===== src/rtl/booth_mult_pkg.sv =====
// Shared parameters and state encoding for the radix-4 Booth multiplier blocks.
// booth2_pp_gen, the Wallace tree and booth2_pp_accum all size their datapaths from here.
package booth_mult_pkg;

  localparam int A_W    = 16;
  localparam int PP_W   = A_W + 2;
  localparam int NUM_PP = A_W / 2;
  localparam int P_W    = 2 * A_W;
  // Kept at least 1 bit wide so the NUM_PP==1 build still has a legal counter.
  localparam int CNT_W  = (NUM_PP > 1) ? $clog2(NUM_PP) : 1;

  typedef enum logic [1:0] {
    IDLE = 2'd0,
    ACC  = 2'd1,
    HOLD = 2'd2
  } state_t;

  // Radix-4 digit idx carries weight 4^idx, i.e. a left shift of 2*idx.
  function automatic logic [CNT_W:0] pp_shift(input logic [CNT_W-1:0] idx);
    return {idx, 1'b0};
  endfunction

endpackage


===== src/rtl/booth2_pp_align.sv =====
// Sign-extends one Booth partial product to product width and weights it by 4^idx.
// Purely combinational; also used as the input stage of the Wallace reduction.
module booth2_pp_align
  import booth_mult_pkg::*;
(
  input  logic [PP_W-1:0]  pp,
  input  logic [CNT_W-1:0] idx,
  output logic [P_W-1:0]   aligned
);

  logic [P_W-1:0] pp_sext;

  assign pp_sext = {{(P_W-PP_W){pp[PP_W-1]}}, pp};
  assign aligned = pp_sext << pp_shift(idx);

endmodule


===== src/rtl/booth2_pp_accum.sv =====
// Sequential sink for the Booth partial-product stream: accumulates NUM_PP weighted
// partial products and hands the signed product downstream on a valid/ready port.
module booth2_pp_accum
  import booth_mult_pkg::*;
(
  input  logic            sys_clk,
  input  logic            sys_rst_n,
  input  logic            PP_VALID,
  output logic            PP_READY,
  input  logic [PP_W-1:0] PP_DATA,
  input  logic            FLUSH,
  output logic            P_VALID,
  input  logic            P_READY,
  output logic [P_W-1:0]  P_DATA,
  output logic            BUSY
);

  state_t           state, state_next;
  logic [CNT_W-1:0] cnt;
  logic [P_W-1:0]   acc;
  logic [P_W-1:0]   pp_aligned;
  logic [P_W-1:0]   sum;
  logic             ready_en;
  logic             flush_ok;
  logic             beat;
  logic             last_beat;

  // ready_en holds PP_READY low during reset and until the first edge after release.
  assign PP_READY  = ready_en && (state != HOLD);
  assign BUSY      = (state != IDLE);
  assign flush_ok  = FLUSH && (state != HOLD);
  assign beat      = PP_VALID && PP_READY && !flush_ok;
  assign last_beat = beat && (cnt == CNT_W'(NUM_PP - 1));

  booth2_pp_align u_align (
    .pp      (PP_DATA),
    .idx     (cnt),
    .aligned (pp_aligned)
  );

  // In IDLE the first PP replaces whatever acc holds, so the base is zero.
  assign sum = ((state == ACC) ? acc : '0) + pp_aligned;

  always_ff @(posedge sys_clk or negedge sys_rst_n) begin
    if (!sys_rst_n) begin
      state <= IDLE;
    end else begin
      state <= state_next;
    end
  end

  always_comb begin
    state_next = state;
    case (state)
      IDLE: begin
        if (beat) begin
          state_next = last_beat ? HOLD : ACC;
        end
      end
      ACC: begin
        if (flush_ok) begin
          state_next = IDLE;
        end else if (last_beat) begin
          state_next = HOLD;
        end
      end
      HOLD: begin
        if (P_READY) begin
          state_next = IDLE;
        end
      end
      default: state_next = IDLE;
    endcase
  end

  always_ff @(posedge sys_clk or negedge sys_rst_n) begin
    if (!sys_rst_n) begin
      ready_en <= 1'b0;
      acc      <= '0;
      cnt      <= '0;
      P_VALID  <= 1'b0;
      P_DATA   <= '0;
    end else begin
      ready_en <= 1'b1;
      if (flush_ok) begin
        acc <= '0;
        cnt <= '0;
      end else if (last_beat) begin
        acc     <= sum;
        cnt     <= '0;
        P_DATA  <= sum;
        P_VALID <= 1'b1;
      end else if (beat) begin
        acc <= sum;
        cnt <= cnt + CNT_W'(1);
      end
      if ((state == HOLD) && P_READY) begin
        P_VALID <= 1'b0;
      end
    end
  end

endmodule


===== config.mk =====
export PLATFORM = sky130hd
export DESIGN_NAME = booth2_pp_accum
export DESIGN_NICKNAME = d
export VERILOG_FILES = /design/src/rtl/booth_mult_pkg.sv /design/src/rtl/booth2_pp_align.sv /design/src/rtl/booth2_pp_accum.sv
export SDC_FILE = /design/constraint.sdc
export NUM_CORES = 1
export LEC_CHECK = 0
export BUFFER_PORTS_ARGS = -buffer_cell sky130_fd_sc_hd__buf_2
export CORE_MARGIN = 10
export CORE_UTILIZATION = 46
export DETAILED_ROUTE_END_ITERATION = 7
export GPL_TIMING_DRIVEN = 0
export HOLD_SLACK_MARGIN = 0.05
export PLACE_DENSITY = 0.74
export SYNTH_ARGS = -nofsm -noshare
export SYNTH_HDL_FRONTEND = slang
export SYNTH_SLANG_ARGS = --single-unit

===== constraint.sdc =====
create_clock -name sys_clk -period 6.88 [get_ports sys_clk]
set_input_delay 0.344 -clock sys_clk [delete_from_list [all_inputs] [get_ports sys_clk]]
set_output_delay 0.344 -clock sys_clk [all_outputs]
set_load 0.005 [all_outputs]

Word level (Yosys, flattened, before mapping)
Cells that the tools add are included.
- multiply operators: 0
- div/mod/pow operators: 0
- bitwise operators: 1
- shifts and indexed selects: 1
- multiplexer cells: 16
- $lt $le $gt $ge: 0
- add/sub/neg operators: 2
- eq/ne operators: 8
- reductions and logical operators: 14
- operators with widths (kind ; count):
    $mux W32 ; 4
    $add A32 B32 Y32 ; 1
    $shl A32 B4 Y32 ; 1
    $mux W2 ; 5
    $mux W3 ; 3
    $logic_and A1 B1 Y1 ; 6
    $ne A2 B2 Y1 const B ; 3
    $pmux W2 S3 ; 1
    $reduce_and A2 Y1 ; 2
    $reduce_bool A2 Y1 ; 2
    $add A3 B1 Y3 const B ; 1
    $eq A3 B3 Y1 const B ; 1
    $mux W1 ; 3
    $ne A3 B3 Y1 const B ; 1
    $reduce_and A3 Y1 ; 1
    $reduce_bool A3 Y1 ; 1
    $eq A2 B1 Y1 const B ; 1
    $eq A2 B2 Y1 const B ; 1
    $logic_not A2 Y1 ; 1
    $ne A2 B1 Y1 const B ; 1
    $logic_not A1 Y1 ; 1
    $not A1 Y1 ; 1
- memory bits (read-only): 0
- memory bits (writable): 0
- memories: 0
- latch bits: 0
- register bits: 71

Depth between registers and ports, before layout
- depth after elaboration: 8
- gate-level depth with buffers: 16
- gate-level depth less buffers: 15

Hierarchy
From an unflattened synthesis, not the netlist that was laid out.
- cell total of the unflattened synthesis: 653
- area, all modules: 5721.7 µm²
- by module, submodules not included (module ; times used ; cells an instance ; sequential area each (µm²) ; area an instance (µm²)):
    booth2_pp_accum ; 1 ; 533 ; 1776.7 ; 4827.1
    booth2_pp_align ; 1 ; 120 ; 0.0 ; 894.6

Worst setup path before layout
Ideal clock, no wire load.
- path kind: register to register
- start: register cnt[1]
- end: register P_DATA[30]
- data required time: 6.755 ns
- setup slack: 3.310 ns
- arrival time: 3.446 ns
- cell stages (with the launch flop): 14
- setup time: 0.125 ns
- path buffers: 1
- clock period less this slack: 3.570 ns
- path through: dfrtp_1 buf_1 mux2_2 o21ai_0 mux2i_1 ha_1 nand2_2 or4_1 nor3_2 a211oi_1 nor3_2 a41oi_1 xnor2_1 mux2_2
- word-level cells in the longest chain between the ends: 3
- RTL lines (what ; RTL line ; text):
    start, declared ; booth2_pp_accum.sv:19 ; logic [CNT_W-1:0] cnt;
    start signal, assigned ; booth2_pp_accum.sv:95 ; cnt <= cnt + CNT_W'(1);
    branches (longest 3 deep; another with $add A32 B32 Y32) ; -- ;
    end signal, assigned ; booth2_pp_accum.sv:91 ; P_DATA <= sum;
    end, declared ; booth2_pp_accum.sv:14 ; output logic [P_W-1:0] P_DATA,
Several ways; the timed one is not identified.
A chain may end at the register's enable or synchronous reset.

Worst setup path after layout
Same ends and word-level chain as after synthesis.

==> run_results.csv <==
group,metric,value,unit
run_status,status,"complete, no violations",
sta,final.setup_skew,0.00850,ns
floorplanning,fp-row-count,38,
finish,num-fill-cells,1055,
sta,slew_viol_final,0,
detailed_routing,wl_per_cell,18.7,µm
logic_synthesis,synth_top_area_share,34.4,%
sta,grt_setup_unrepaired,"no",
critical_path,critPathRequiredTime,7.10,ns
detailed_routing,ant_nets,0,
detailed_routing,firstDrtPassIters,5,
floorplanning,die-area,15900,µm²
power_and_ir_drop,p_switching,320,µW
power_and_ir_drop,p_clk_share,44.1,%
hold_path,hp-class,"in -> async",
floorplanning,initial_utilization,47.2,%
sta,max_freq,224,MHz
finish,final_nets,734,
logic_synthesis,synth_cells,610,
power_and_ir_drop,p_leak,2.99,nW
logic_synthesis,synthTopCellsByArea,"dfrtp_1 (34%), ha_1 (8.0%), nand2_1 (7.8%)",
logic_synthesis,ys_seq_elements,71,
clock_network,htreeDepth,3,
run,cap_violations,0,
clock_network,clk_latency,0.34,ns
logic_synthesis,yosys.area.top_type,"dfrtp_1",
detailed_routing,via_per_inst,5.84,
global_routing,grt_pass1_vias,4836,
floorplanning,die_y,126,µm
finish,antenna_cells,0,
power_and_ir_drop,ir_drop,0.131,mV
power_and_ir_drop,p_int,842,µW
clock_network,cts_tree,"built",
logic_synthesis,yosysUniqueCellTypes,56,
detailed_routing,drtIter0Drc,332,
sta,timing.final.crit_share,64.9,%
finish,final_cells,822,
placed_design,gp_congestion,0.975,
floorplanning,io_pins,58,
detailed_routing,drt-total-wl,15400,µm
clock_network,cts-root-buf,"clkbuf_16",
critical_path,r2r_cells,13,
logic_synthesis,synthFlopType,"dfrtp_1",
logic_synthesis,ys_seq_area_share,34.4,%
sta,hold_slack,0.0991,ns
logic_synthesis,synth_async_sr_flop_share,100,%
placed_design,numPortBuffers,56,
placed_design,dp_cells,806,
critical_path,end_kind,"flip-flop",
global_routing,grt-ovfl-total,0,
critical_path,worstPathArrival,4.69,ns
clock_network,cts-hold-fix-buffers,0,
sta,max-slew-margin-rel,37.4,%
critical_path,r2r_slack,2.42,ns
logic_synthesis,synth_area,5170,µm²
sta,setup_viol,0,
power_and_ir_drop,swShare,27.5,%
global_routing,antenna_found_initial,0,
finish,syn_to_final_growth,15.2,%
critical_path,timing.rr.start,"cnt[1]$_DFFE_PN0P_",
power_and_ir_drop,comb_power_share,18.1,%
clock_network,cts_sinks,71,
finish,fin_area,5950,µm²
power_and_ir_drop,p_seq_share,37.8,%
power_and_ir_drop,cellPowerDensity,195,nW/µm²
clock_network,post_cts_buffers,0,
logic_synthesis,yosysMostFrequentCell,"nand2_1",
detailed_routing,post-route-drc-count,0,
placed_design,placed_area,5620,µm²
logic_synthesis,synth_nets,667,
placed_design,post-dp-hpwl,11900,µm
logic_synthesis,synth.avg_cell_area,8.47,µm²
floorplanning,die_x,126,µm
critical_path,cp_max_fo,10,
sta,fin_tns_setup,0,ns
logic_synthesis,netlist_top_cells_count,"nand2_1 (108), dfrtp_1 (71), a21oi_1 (44), o21ai_0 (44), and2_1 (34)",
clock_network,clk_pin_slew,0.06,ns
global_routing,track_usage,19.1,%
global_routing,grt_max_degree,72,
critical_path,path_class,"reg -> reg",
floorplanning,core_area,10900,µm²
critical_path,timing.rr.end,"P_DATA[30]$_DFFE_PN0P_",
logic_synthesis,synth_edf_count,0,
clock_network,cts_buffer_depth,2,
sta,hold_violations,0,
critical_path,startpoint_type,"flip-flop",
sta,tightest_slew,0.938,ns
sta,min_period,4.46,ns
global_routing,grt_first_pass_wirelength,24900,µm
finish,layout-drive-gt1-share,13.9,%
clock_network,cts_resized,0,
detailed_routing,vias,4802,
logic_synthesis,yosysWarnings,0,
clock_network,cts_buffers,9,
-- cell type report --
| class | count | area, µm² | area share, % |
|---|---|---|---|
| Multi-Input combinational cell | 494 | 3220 | 54.1 |
| Sequential cell | 71 | 1780 | 29.9 |
| Timing Repair Buffer | 56 | 283 | 4.75 |
| Clock buffer | 13 | 260 | 4.37 |
| Tap cell | 140 | 175 | 2.94 |
| Buffer | 33 | 124 | 2.08 |
| Clock inverter | 3 | 65.1 | 1.09 |
| Inverter | 12 | 45.0 | 0.757 |
-- worst max path at each step --
| stage | from | endpoint | slack, ns |
|---|---|---|---|
| after floorplan | cnt[1]$_DFFE_PN0P_ | P_DATA[30]$_DFFE_PN0P_ | 3.31 |
| after global placement | cnt[1]$_DFFE_PN0P_ | P_DATA[30]$_DFFE_PN0P_ | 2.49 |
| after detailed placement | cnt[1]$_DFFE_PN0P_ | P_DATA[30]$_DFFE_PN0P_ | 2.48 |
| after CTS | cnt[1]$_DFFE_PN0P_ | P_DATA[30]$_DFFE_PN0P_ | 2.47 |
| after global routing | cnt[1]$_DFFE_PN0P_ | P_DATA[30]$_DFFE_PN0P_ | 2.27 |
| final | cnt[1]$_DFFE_PN0P_ | P_DATA[30]$_DFFE_PN0P_ | 2.42 |
-- per-layer routing --
| layer | track usage, % | share of wire, % | up-vias |
|---|---|---|---|
| met5 | 0 | 0 | - |
| met4 | 7.50 | 2.6 | 0 |
| met3 | 3.82 | 5.5 | 25 |
| met2 | 30.7 | 46 | 146 |
| met1 | 24.8 | 46 | 2318 |
| li1 | - | - | 2313 |
-- power by group through the flow --
stage	Clock [mW]	Sequential [mW]	Combinational, mW
after floorplan	0	0.443	0.142
after detailed placement	0	0.446	0.207
after global routing	0.539	0.440	0.232
after CTS	0.525	0.439	0.209
after global placement	0	0.445	0.203
final	0.512	0.439	0.210
-- per-stage QoR --
step / utilization [%] / worst slack, ns / power [mW]
floorplan: - / 3.31 / 0.586
global placement: 51.4 / 2.49 / 0.648
detailed placement: 51.4 / 2.48 / 0.653
CTS: 54.4 / 2.47 / 1.17
global route: 54.4 / 2.27 / 1.21
finish: 54.4 / 2.42 / 1.16
-- cells by family (layout without fill, tap and decap cells) --
group,after synthesis,in the layout,synth area share [%]
AND/OR/NAND/NOR,228,228,20.8
flip-flops,71,71,34.4
adder cells (fa/ha/maj),34,34,8.38
buffers and inverters,45,117,3.27
AO/OA/AOI/OAI,169,169,21.4
multiplexers,34,34,7.00
other,1,1,0.0726
XOR/XNOR,28,28,4.75
-- cell usage in the layout (no fill, tap or decap), types with 3 or more instances in the layout --
master     instances
a21o_1            15
o21ai_0           44
and2_1            34
mux2i_1           17
a21boi_0           4
nand3_1           10
nand2b_1           3
o211ai_1           5
and3_1             5
or4_1              4
clkbuf_1          32
a22o_1            25
nor3_1             7
a21oi_1           44
o21a_1             4
xor2_1            12
xnor2_1           16
ha_1              33
clkbuf_16          9
a211oi_1           3
inv_1             12
dfrtp_1           71
nor2b_1            5
buf_2             55
nor2_1            33
mux2_2            17
o21ai_1            3
buf_1              3
o22ai_1            3
nand2_1          108
nand4_1            8
-- registers in the layout (all words and copies together) (netlist names) --
signal    count
P_VALID       1
ready_en      1
cnt           3
state         2
acc          32
P_DATA       32
-- critical path, stage by stage (launching register included) --
cell      delay [ns]
dfrtp_1         0.39
buf_1           0.50
mux2_2          0.42
o21ai_0         0.31
mux2i_1         0.20
ha_1            0.47
nand2_2         0.17
or4_1           0.54
nor3_2          0.19
a211oi_1        0.10
nor3_2          0.34
a41oi_1         0.23
xnor2_1         0.19
mux2_2          0.28
Power figures use the tool's default switching activity.
